$ cat src/rtl/usb_pkg.sv
// ============================================================================
// Module      : usb_pkg
// Description : Line-state and bus-state encodings shared by the bus monitor.
// Revision    : 1.0 - initial release
// ============================================================================
`default_nettype none

package usb_pkg;

  typedef enum logic [1:0] {
    LS_SE0 = 2'b00,
    LS_K   = 2'b01,
    LS_J   = 2'b10,
    LS_SE1 = 2'b11
  } line_state_t;

  typedef enum logic [1:0] {
    ST_ACTIVE    = 2'b00,
    ST_BUS_RESET = 2'b01,
    ST_SUSPEND   = 2'b10
  } bus_state_t;

endpackage

`default_nettype wire

$ cat src/rtl/usb_bus_state_if.sv
// ============================================================================
// Module      : usb_bus_state_if
// Description : Pin inputs and bus-condition outputs of the bus-state monitor.
//               se1_err is present only when USB_SE1_DETECT_EN is defined.
// Revision    : 1.0 - initial release
// ============================================================================
`default_nettype none

interface usb_bus_state_if;
  import usb_pkg::*;

  logic        dp;
  logic        dm;
  line_state_t line_state;
  logic        bus_reset;
  logic        suspend;
  logic        resume;
`ifdef USB_SE1_DETECT_EN
  logic        se1_err;

  modport master (output dp, dm, input line_state, bus_reset, suspend, resume, se1_err);
  modport slave  (input dp, dm, output line_state, bus_reset, suspend, resume, se1_err);
`else
  modport master (output dp, dm, input line_state, bus_reset, suspend, resume);
  modport slave  (input dp, dm, output line_state, bus_reset, suspend, resume);
`endif

endinterface

`default_nettype wire

$ cat src/rtl/usb_line_sync.sv
// ============================================================================
// Module      : usb_line_sync
// Description : Two-flop synchronizer for {dp,dm}, asynchronously reset to J.
// Revision    : 1.0 - initial release
// ============================================================================
`default_nettype none

module usb_line_sync
  import usb_pkg::*;
(
  input  wire         clk,
  input  wire         reset_n,
  input  wire         dp,
  input  wire         dm,
  output line_state_t stage1,
  output line_state_t line_state
);

  line_state_t stage1_q, stage1_d;
  line_state_t stage2_q, stage2_d;

  always_comb begin
    stage1_d = line_state_t'({dp, dm});
    stage2_d = stage1_q;
  end

  // Reset to J so that leaving reset never looks like the start of an SE0.
  always_ff @(posedge clk or negedge reset_n) begin
    if (!reset_n) begin
      stage1_q <= LS_J;
      stage2_q <= LS_J;
    end else begin
      stage1_q <= stage1_d;
      stage2_q <= stage2_d;
    end
  end

  assign stage1     = stage1_q;
  assign line_state = stage2_q;

endmodule

`default_nettype wire

$ cat src/rtl/usb_bus_state.sv
// ============================================================================
// Module      : usb_bus_state
// Description : Full-speed USB device-side bus-state monitor: bus reset,
//               suspend and resume detection. Optional SE1 error pulse is
//               enabled with the USB_SE1_DETECT_EN macro.
// Revision    : 1.0 - initial release
// ============================================================================
`default_nettype none

module usb_bus_state
  import usb_pkg::*;
#(
  parameter int unsigned RESET_CYCLES   = 60,
  parameter int unsigned SUSPEND_CYCLES = 72000,
  parameter int unsigned RESUME_CYCLES  = 480
) (
  input wire             clk,
  input wire             reset_n,
  usb_bus_state_if.slave bus
);

  localparam int unsigned CNT_W = $clog2(SUSPEND_CYCLES + 1);

  localparam logic [CNT_W-1:0] c_reset_last   = CNT_W'(RESET_CYCLES - 1);
  localparam logic [CNT_W-1:0] c_suspend_last = CNT_W'(SUSPEND_CYCLES - 1);
  localparam logic [CNT_W-1:0] c_resume_last  = CNT_W'(RESUME_CYCLES - 1);
  localparam logic [CNT_W-1:0] c_cnt_max      = CNT_W'(SUSPEND_CYCLES);

  line_state_t w_stage1;
  line_state_t w_line_state;

  usb_line_sync u_line_sync (
    .clk        (clk),
    .reset_n    (reset_n),
    .dp         (bus.dp),
    .dm         (bus.dm),
    .stage1     (w_stage1),
    .line_state (w_line_state)
  );

  line_state_t      prev_q;
  logic [CNT_W-1:0] cnt_q, cnt_d;
  logic [CNT_W-1:0] w_run;
  bus_state_t       state_q, state_d;
  logic             bus_reset_q, bus_reset_d;
  logic             suspend_q, suspend_d;
  logic             resume_q, resume_d;

  // On the first cycle of a new line state the stale count from the previous
  // run must not be compared, so the effective run length is forced to zero.
  always_comb begin
    w_run       = (w_line_state != prev_q) ? '0 : cnt_q;
    cnt_d       = (w_run == c_cnt_max) ? w_run : w_run + 1'b1;
    state_d     = state_q;
    resume_d    = 1'b0;
    case (state_q)
      ST_ACTIVE: begin
        if (w_line_state == LS_SE0 && w_run == c_reset_last) begin
          state_d = ST_BUS_RESET;
        end else if (w_line_state == LS_J && w_run == c_suspend_last) begin
          state_d = ST_SUSPEND;
        end
      end
      ST_BUS_RESET: begin
        if (w_line_state != LS_SE0) begin
          state_d = ST_ACTIVE;
        end
      end
      ST_SUSPEND: begin
        if (w_line_state == LS_SE0 && w_run == c_reset_last) begin
          state_d = ST_BUS_RESET;
        end else if (w_line_state == LS_K && w_run == c_resume_last) begin
          state_d  = ST_ACTIVE;
          resume_d = 1'b1;
        end
      end
      default: state_d = ST_ACTIVE;
    endcase
    bus_reset_d = (state_d == ST_BUS_RESET);
    suspend_d   = (state_d == ST_SUSPEND);
  end

  always_ff @(posedge clk or negedge reset_n) begin
    if (!reset_n) begin
      prev_q      <= LS_J;
      cnt_q       <= '0;
      state_q     <= ST_ACTIVE;
      bus_reset_q <= 1'b0;
      suspend_q   <= 1'b0;
      resume_q    <= 1'b0;
    end else begin
      prev_q      <= w_line_state;
      cnt_q       <= cnt_d;
      state_q     <= state_d;
      bus_reset_q <= bus_reset_d;
      suspend_q   <= suspend_d;
      resume_q    <= resume_d;
    end
  end

  assign bus.line_state = w_line_state;
  assign bus.bus_reset  = bus_reset_q;
  assign bus.suspend    = suspend_q;
  assign bus.resume     = resume_q;

`ifdef USB_SE1_DETECT_EN
  logic se1_err_q, se1_err_d;

  // Looks one stage ahead so the pulse lines up with line_state showing SE1.
  always_comb begin
    se1_err_d = (w_stage1 == LS_SE1) && (w_line_state != LS_SE1);
  end

  always_ff @(posedge clk or negedge reset_n) begin
    if (!reset_n) begin
      se1_err_q <= 1'b0;
    end else begin
      se1_err_q <= se1_err_d;
    end
  end

  assign bus.se1_err = se1_err_q;
`else
  logic unused_stage1;
  assign unused_stage1 = ^{w_stage1};
`endif

endmodule

`default_nettype wire

$ cat src/flat_wrapper.sv
// flat-port wrapper written by rule: the top's interface ports become plain ports
module usb_bus_state_flat import usb_pkg::*;
#(
  parameter int unsigned RESET_CYCLES   = 60,
  parameter int unsigned SUSPEND_CYCLES = 72000,
  parameter int unsigned RESUME_CYCLES  = 480
)
  (clk, reset_n, bus_dp, bus_dm, bus_line_state, bus_bus_reset, bus_suspend, bus_resume);
  usb_bus_state_if bus_i ();
  input wire clk;
  input wire reset_n;
  input wire logic [$bits(bus_i.dp)-1:0] bus_dp;
  input wire logic [$bits(bus_i.dm)-1:0] bus_dm;
  output wire logic [$bits(bus_i.line_state)-1:0] bus_line_state;
  output wire logic [$bits(bus_i.bus_reset)-1:0] bus_bus_reset;
  output wire logic [$bits(bus_i.suspend)-1:0] bus_suspend;
  output wire logic [$bits(bus_i.resume)-1:0] bus_resume;
  assign bus_i.dp = bus_dp;
  assign bus_i.dm = bus_dm;
  assign bus_line_state = bus_i.line_state;
  assign bus_bus_reset = bus_i.bus_reset;
  assign bus_suspend = bus_i.suspend;
  assign bus_resume = bus_i.resume;
  usb_bus_state #(.RESET_CYCLES(RESET_CYCLES), .SUSPEND_CYCLES(SUSPEND_CYCLES), .RESUME_CYCLES(RESUME_CYCLES)) u_core (.clk(clk), .reset_n(reset_n), .bus(bus_i));
endmodule
$ cat config.mk
export PLATFORM = sky130hd
export DESIGN_NAME = usb_bus_state_flat
export DESIGN_NICKNAME = d
export VERILOG_FILES = /design/src/rtl/usb_pkg.sv /design/src/rtl/usb_bus_state_if.sv /design/src/rtl/usb_line_sync.sv /design/src/rtl/usb_bus_state.sv /design/src/flat_wrapper.sv
export SDC_FILE = /design/constraint.sdc
export NUM_CORES = 1
export LEC_CHECK = 0
export BUFFER_PORTS_ARGS = -buffer_cell sky130_fd_sc_hd__buf_4
export CAP_MARGIN = 30
export CORE_MARGIN = 5
export CORE_UTILIZATION = 30
export DETAILED_ROUTE_END_ITERATION = 10
export PLACE_DENSITY_LB_ADDON = 0.08
export SYNTH_ARGS = -nofsm -noshare
export SYNTH_HDL_FRONTEND = slang
export SYNTH_HIERARCHICAL = 1
export SYNTH_SLANG_ARGS = --single-unit
$ cat constraint.sdc
create_clock -name clk -period 3.14 [get_ports clk]
set_input_delay 0.157 -clock clk [delete_from_list [all_inputs] [get_ports clk]]
set_output_delay 0.157 -clock clk [all_outputs]
set_load 0.01 [all_outputs]
== After elaboration in Yosys (flattened, before gate mapping) ==
Cells that the tools add are included.

* RAM bits: 0
* Latch bits: 0
* Bits of input ports: 4
* Output and inout port bits: 5
* Memory bits (read-only): 0
* Logic and storage cells: 37
* Bits in registers: 28
* Memories kept: 0

* Equality and inequality tests: 11
* Magnitude comparators: 0
* Shifts and indexed selects: 0
* Bitwise gates (word level): 0
* $add $sub $neg: 1
* $mul: 0
* Reductions and logical operators: 6
* Div/mod/pow operators: 0
* Mux-type cells: 11

{| class="wikitable"
|+ Operators by type and width
! cell !! number
|-
| $eq A17 B17 Y1 const B || 2
|-
| $mux W17 || 2
|-
| $add A17 B1 Y17 const B || 1
|-
| $eq A17 B6 Y1 const B || 1
|-
| $eq A17 B9 Y1 const B || 1
|-
| $mux W2 || 5
|-
| $eq A2 B1 Y1 const B || 3
|-
| $eq A2 B2 Y1 const B || 3
|-
| $pmux W2 S3 || 1
|-
| $logic_not A2 Y1 || 2
|-
| $logic_and A1 B1 Y1 || 3
|-
| $mux W1 || 3
|-
| $ne A2 B2 Y1 || 1
|-
| $reduce_bool A2 Y1 || 1
|}

== Depth between registers and ports, before layout ==
* Depth after elaboration: 8
* Depth in mapped cells: 9
* Gate-level depth less buffers: 9

== By module ==
The synthesis kept the hierarchy.

{| class="wikitable"
|+ Modules (own cells, without submodules)
! module !! instances !! cells an instance !! area each (um2)
|-
| usb_bus_state || 1 || 128 || 1307.5
|-
| usb_line_sync || 1 || 4 || 102.6
|}

== Least setup slack after synthesis ==
Ideal clock, no wire load.

* Kind: reg-to-reg
* Start: register u_core.u_line_sync.stage2_q[1], in the netlist u_core/u_line_sync/line_state[1]
* End: register u_core.suspend_q, in the netlist u_core/bus.suspend
* Cell stages (with the launch flop): 10
* Data required time: 3006 ps
* Clock period less this slack: 2365 ps
* Arrival time: 2230 ps
* Path slack: 775 ps
* Cells stage by stage: dfstp_2 xor2_1 nor2_1 nand2_1 inv_1 ha_1 nand4bb_1 or3_1 o31ai_1 a21oi_1

* Word-level cells in the longest chain between the ends: 8
* Elaborated cells between the ends (all ways): 19
* Those cells by class: eq/ne: 7; mux: 7; reduce/logical: 5

{| class="wikitable"
|+ RTL lines
! element !! line !! text
|-
| from (decl) || usb_line_sync.sv:20 || <nowiki>line_state_t stage2_q, stage2_d;</nowiki>
|-
| from (signal assigned) || usb_line_sync.sv:34 || <nowiki>stage2_q <= stage2_d;</nowiki>
|-
| $ne A2 B2 Y1 || usb_bus_state.sv:52 || <nowiki>w_run = (w_line_state != prev_q) ? '0 : cnt_q;</nowiki>
|-
| $mux W17 || usb_bus_state.sv:52 ||
|-
| $eq A17 B9 Y1 / $eq A17 B17 Y1 (equally long branches) || usb_bus_state.sv:72, usb_bus_state.sv:60 ||
|-
| $logic_and A1 B1 Y1, on equally long branches || usb_bus_state.sv:72, usb_bus_state.sv:60 ||
|-
| $mux W2, on equally long branches || usb_bus_state.sv:72, usb_bus_state.sv:60 ||
|-
| $mux W2, on equally long branches || usb_bus_state.sv:70, usb_bus_state.sv:58 ||
|-
| $pmux W2 S3 (*) || usb_bus_state.sv:56 || <nowiki>case (state_q)</nowiki>
|-
| $eq A2 B2 Y1 (*) || usb_bus_state.sv:80 || <nowiki>suspend_d = (state_d == ST_SUSPEND);</nowiki>
|-
| via u_core.suspend_d || usb_bus_state.sv:46 || <nowiki>logic suspend_q, suspend_d;</nowiki>
|-
| to (signal assigned) || usb_bus_state.sv:96 || <nowiki>suspend_q <= suspend_d;</nowiki>
|-
| to (decl) || usb_bus_state.sv:46 ||
|}

The timed path passes the listed nets; every way through them passes the cells marked *.

== Final worst setup path ==
* Start: register u_core.u_line_sync.stage2_q[1], in the netlist u_core/u_line_sync/line_state[1]
* End: register u_core.state_q[1]

* Word-level cells in the longest chain between the ends: 7
* Elaborated cells between the ends (all ways): 18
* Those cells by class: eq/ne: 6; mux: 7; reduce/logical: 5

{| class="wikitable"
|+ RTL lines
! element !! line !! text
|-
| $ne A2 B2 Y1 || usb_bus_state.sv:52 ||
|-
| $mux W17 || usb_bus_state.sv:52 ||
|-
| $eq A17 B9 Y1 / $eq A17 B17 Y1 (equally long branches) || usb_bus_state.sv:72, usb_bus_state.sv:60 ||
|-
| $logic_and A1 B1 Y1, on equally long branches || usb_bus_state.sv:72, usb_bus_state.sv:60 ||
|-
| $mux W2, on equally long branches || usb_bus_state.sv:72, usb_bus_state.sv:60 ||
|-
| $mux W2, on equally long branches || usb_bus_state.sv:70, usb_bus_state.sv:58 ||
|-
| $pmux W2 S3 (*) || usb_bus_state.sv:56 ||
|-
| via u_core.state_d[1] || usb_bus_state.sv:44 || <nowiki>bus_state_t state_q, state_d;</nowiki>
|-
| to (signal assigned) || usb_bus_state.sv:94 || <nowiki>state_q <= state_d;</nowiki>
|-
| to (decl) || usb_bus_state.sv:44 ||
|}

Marks and branches as above.

==> impl_metrics.json <==
{
  "status": "completed",
  "fill_cells": 478,
  "setup-tns-final_ns": 0,
  "grt_pass1_wl_mm": 5.64,
  "timing.rr.end": "u_core/state_q[1]",
  "remaining_drc_errors": 0,
  "insertion_delay_ns": 0.28,
  "vias": 1088,
  "worst_pin_slew_ns": 0.553,
  "powerDensity_mw_per_mm2": 441,
  "rr_worst_depth": 9,
  "crit_type": "reg2reg",
  "cp-start-kind": "register",
  "netlist_instances": 132,
  "gp_congestion": 0.794,
  "max_freq_mhz": 376,
  "post_cts_buffers": 0,
  "cts_buffer_depth": 2,
  "seqCellArea_um2": 704,
  "syn_to_final_growth_pct": 16.0,
  "yosysMostFrequentCell": "dfrtp_1",
  "synth_warnings": 6,
  "nNetsFinal": 152,
  "vdd_drop_max_mv": 0.142,
  "synth_top_flop_cell": "dfrtp_1",
  "skew_ns": 0.00269,
  "rsz0062_at_grt": "no",
  "num_rows": 25,
  "worstSetupEndpointType": "register",
  "path_clk_slew_ns": 0.10,
  "crit_family": "simple AND/OR/NAND/NOR gates",
  "drive_above_1_share": 0.145,
  "cts_tree": "done",
  "grt_pass1_vias": 1135,
  "r2r-start": "u_core/u_line_sync/line_state[1]",
  "ys_seq_area_frac": 0.500,
  "portBuffers": 8,
  "ys_ff_latch": 28,
  "path_buf_inv": 1,
  "antenna_found_initial": 0,
  "dr.pass1.iters": 4,
  "cts_root_buffer": "clkbuf_8",
  "power_mw": 0.721,
  "die_w_um": 78.6,
  "yosys.area.top_type_share": 0.444,
  "numCtsBuffers": 3,
  "detailed_place_hpwl_mm": 2.35,
  "netlist_area_mm2": 0.00141,
  "finalHoldViolations": 0,
  "ys_top_cells_by_count": "25 x dfrtp_1, 11 x nor2_1, 9 x xor2_1",
  "ctsResizeCount": 0,
  "multi_input_area_um2": 679,
  "drt-vias-per-instance": 5.47,
  "io_pins": 9,
  "p_leak_nw": 0.681,
  "grt_use_total": 0.117,
  "slew_headroom": 0.628,
  "drtIter0Drc": 54,
  "crit_fanout": 8,
  "required_ns": 3.30,
  "htree_levels": 1,
  "dieHeight_um": 78.6,
  "start_util": 0.305,
  "setup_viol": 0,
  "r2r_slack_ns": 0.48,
  "finalCoreUtilization": 0.353,
  "synth.area.top_cells": "dfrtp_1 44%, dfstp_2 5.6%, xor2_1 5.6%",
  "grt_start_max_net_pins": 29,
  "wire_per_inst_um": 16.1,
  "synth_edf_count": 0,
  "wirelength_mm": 3.20,
  "crit_path_max_incr_delay_ns": 0.61,
  "core_mm2": 0.00463,
  "antenna_left": 0,
  "n_antenna_cell": 0,
  "maxCapViolCount": 0,
  "syn_avg_cell_area_um2": 10.7,
  "maxSlewViolCount": 0,
  "syn_nets": 138,
  "gr-total-overflow": 0,
  "cts_sinks": 28,
  "fin_crit_ns": 2.66,
  "ys_types": 38,
  "yosys.area.top_type": "dfrtp_1",
  "dieArea_mm2": 0.00617,
  "cp_slowest_cell": "dfstp_2",
  "worstHoldPathType": "in2async",
  "synthArstFlopShare": 1.00,
  "cp_cell_sequence": "xor2_1, nor2_1, nand2_1, inv_1, ha_1, nand4bb_1, or3_1, o31ai_1, a21oi_1",
  "period_share": 0.847,
  "cp.arrival_ns": 2.82
}
==> how the worst max path moves through the flow <==
stage	startpoint	endpoint	depth (start not counted)
6_report	u_core/u_line_sync/line_state[1]	u_core/state_q[1]	9
2_1_floorplan	u_core/u_line_sync/line_state[1]	u_core/bus.suspend	9
3_5_place_dp	u_core/u_line_sync/line_state[1]	u_core/bus.suspend	9
5_1_grt	u_core/u_line_sync/line_state[1]	u_core/state_q[1]	9
4_1_cts	u_core/u_line_sync/line_state[1]	u_core/bus.suspend	9
3_3_place_gp	u_core/u_line_sync/line_state[1]	u_core/state_q[1]	9
==> power breakdown <==
part	internal (mW)	switching (mW)	total (mW)	leakage, nW
clock network	0.171	0.117	0.288	0.0357
registers	0.370	0.00983	0.380	0.369
logic	0.0196	0.0330	0.0525	0.276
total	0.561	0.160	0.721	0.681
==> through the flow <==
stage,area [um^2],setup WS [ns],std cells,hold WS [ns]
after CTS,1640,0.501,199,0.337
after floorplan,1410,0.775,132,-0.139
after global routing,1640,0.194,199,0.368
after global placement,1530,0.624,192,0.0960
final,1640,0.481,199,0.325
after detailed placement,1530,0.521,192,0.109
==> flip-flops by register name (all words and copies together), names as in the netlist <==
signal	count
u_core/cnt_q	17
u_core/state_q	2
u_core/bus.resume	1
u_core/prev_q	2
u_core/u_line_sync/stage1	2
u_core/bus.suspend	1
u_core/bus.bus_reset	1
u_core/u_line_sync/line_state	2
==> area by class of cell <==
cell class                 count  area share
clock buffer                   3      0.0252
tap                           54      0.0413
clock inverter                 1      0.0184
sequential                    28       0.431
multi-input combinational     97       0.415
inverter                       4     0.00918
timing repair buffer          12      0.0597
==> per-layer routing <==
metal / vias up / GRT usage / part of all wire
met5: - / 0 / 0
met3: 5 / 0.0183 / 0.026
met1: 549 / 0.152 / 0.48
met4: 0 / 0.0455 / 0.013
li1: 511 / - / -
met2: 23 / 0.194 / 0.48
==> cell families (layout without fill, tap and decap cells) <==
group,Yosys count,in the layout,synth area share
adders and majority gates,2,2,0.0177
DFF,28,28,0.500
buffers and inverters,7,20,0.0186
xor gates and xnor gates,14,14,0.0870
and+or+nand+nor,63,63,0.278
AOI/OAI and AO/OA,16,16,0.0843
muxes,2,2,0.0151
==> placed cells by master (no fill, tap or decap), drive strengths merged <==
cell / synthesis / routed
dlygate4sd3: 0 / 3
clkbuf: 3 / 3
a31o: 2 / 2
and4: 3 / 3
ha: 2 / 2
bufinv: 0 / 1
inv: 4 / 4
or3: 4 / 4
nand2b: 3 / 3
nand4b: 2 / 2
a31oi: 2 / 2
dfstp: 3 / 3
buf: 0 / 9
nor4b: 2 / 2
o211ai: 1 / 1
nand3: 7 / 7
a41o: 1 / 1
mux2i: 1 / 1
a21oi: 3 / 3
nand4bb: 1 / 1
nor4: 3 / 3
or4bb: 1 / 1
nand4: 6 / 6
dfrtp: 25 / 25
o31ai: 2 / 2
xor2: 9 / 9
nor3: 1 / 1
mux2: 1 / 1
and2: 2 / 2
o311ai: 2 / 2
nor2: 11 / 11
a21boi: 2 / 2
or4: 2 / 2
nand3b: 1 / 1
o41ai: 1 / 1
xnor2: 5 / 5
and3: 6 / 6
nand2: 8 / 8
==> what timing repair did <==
item	in CTS	in global routing
hold endpoints to repair	27	0
hold buffers	3	0
setup endpoints to repair	0	0
Power figures use the tool's default switching activity.
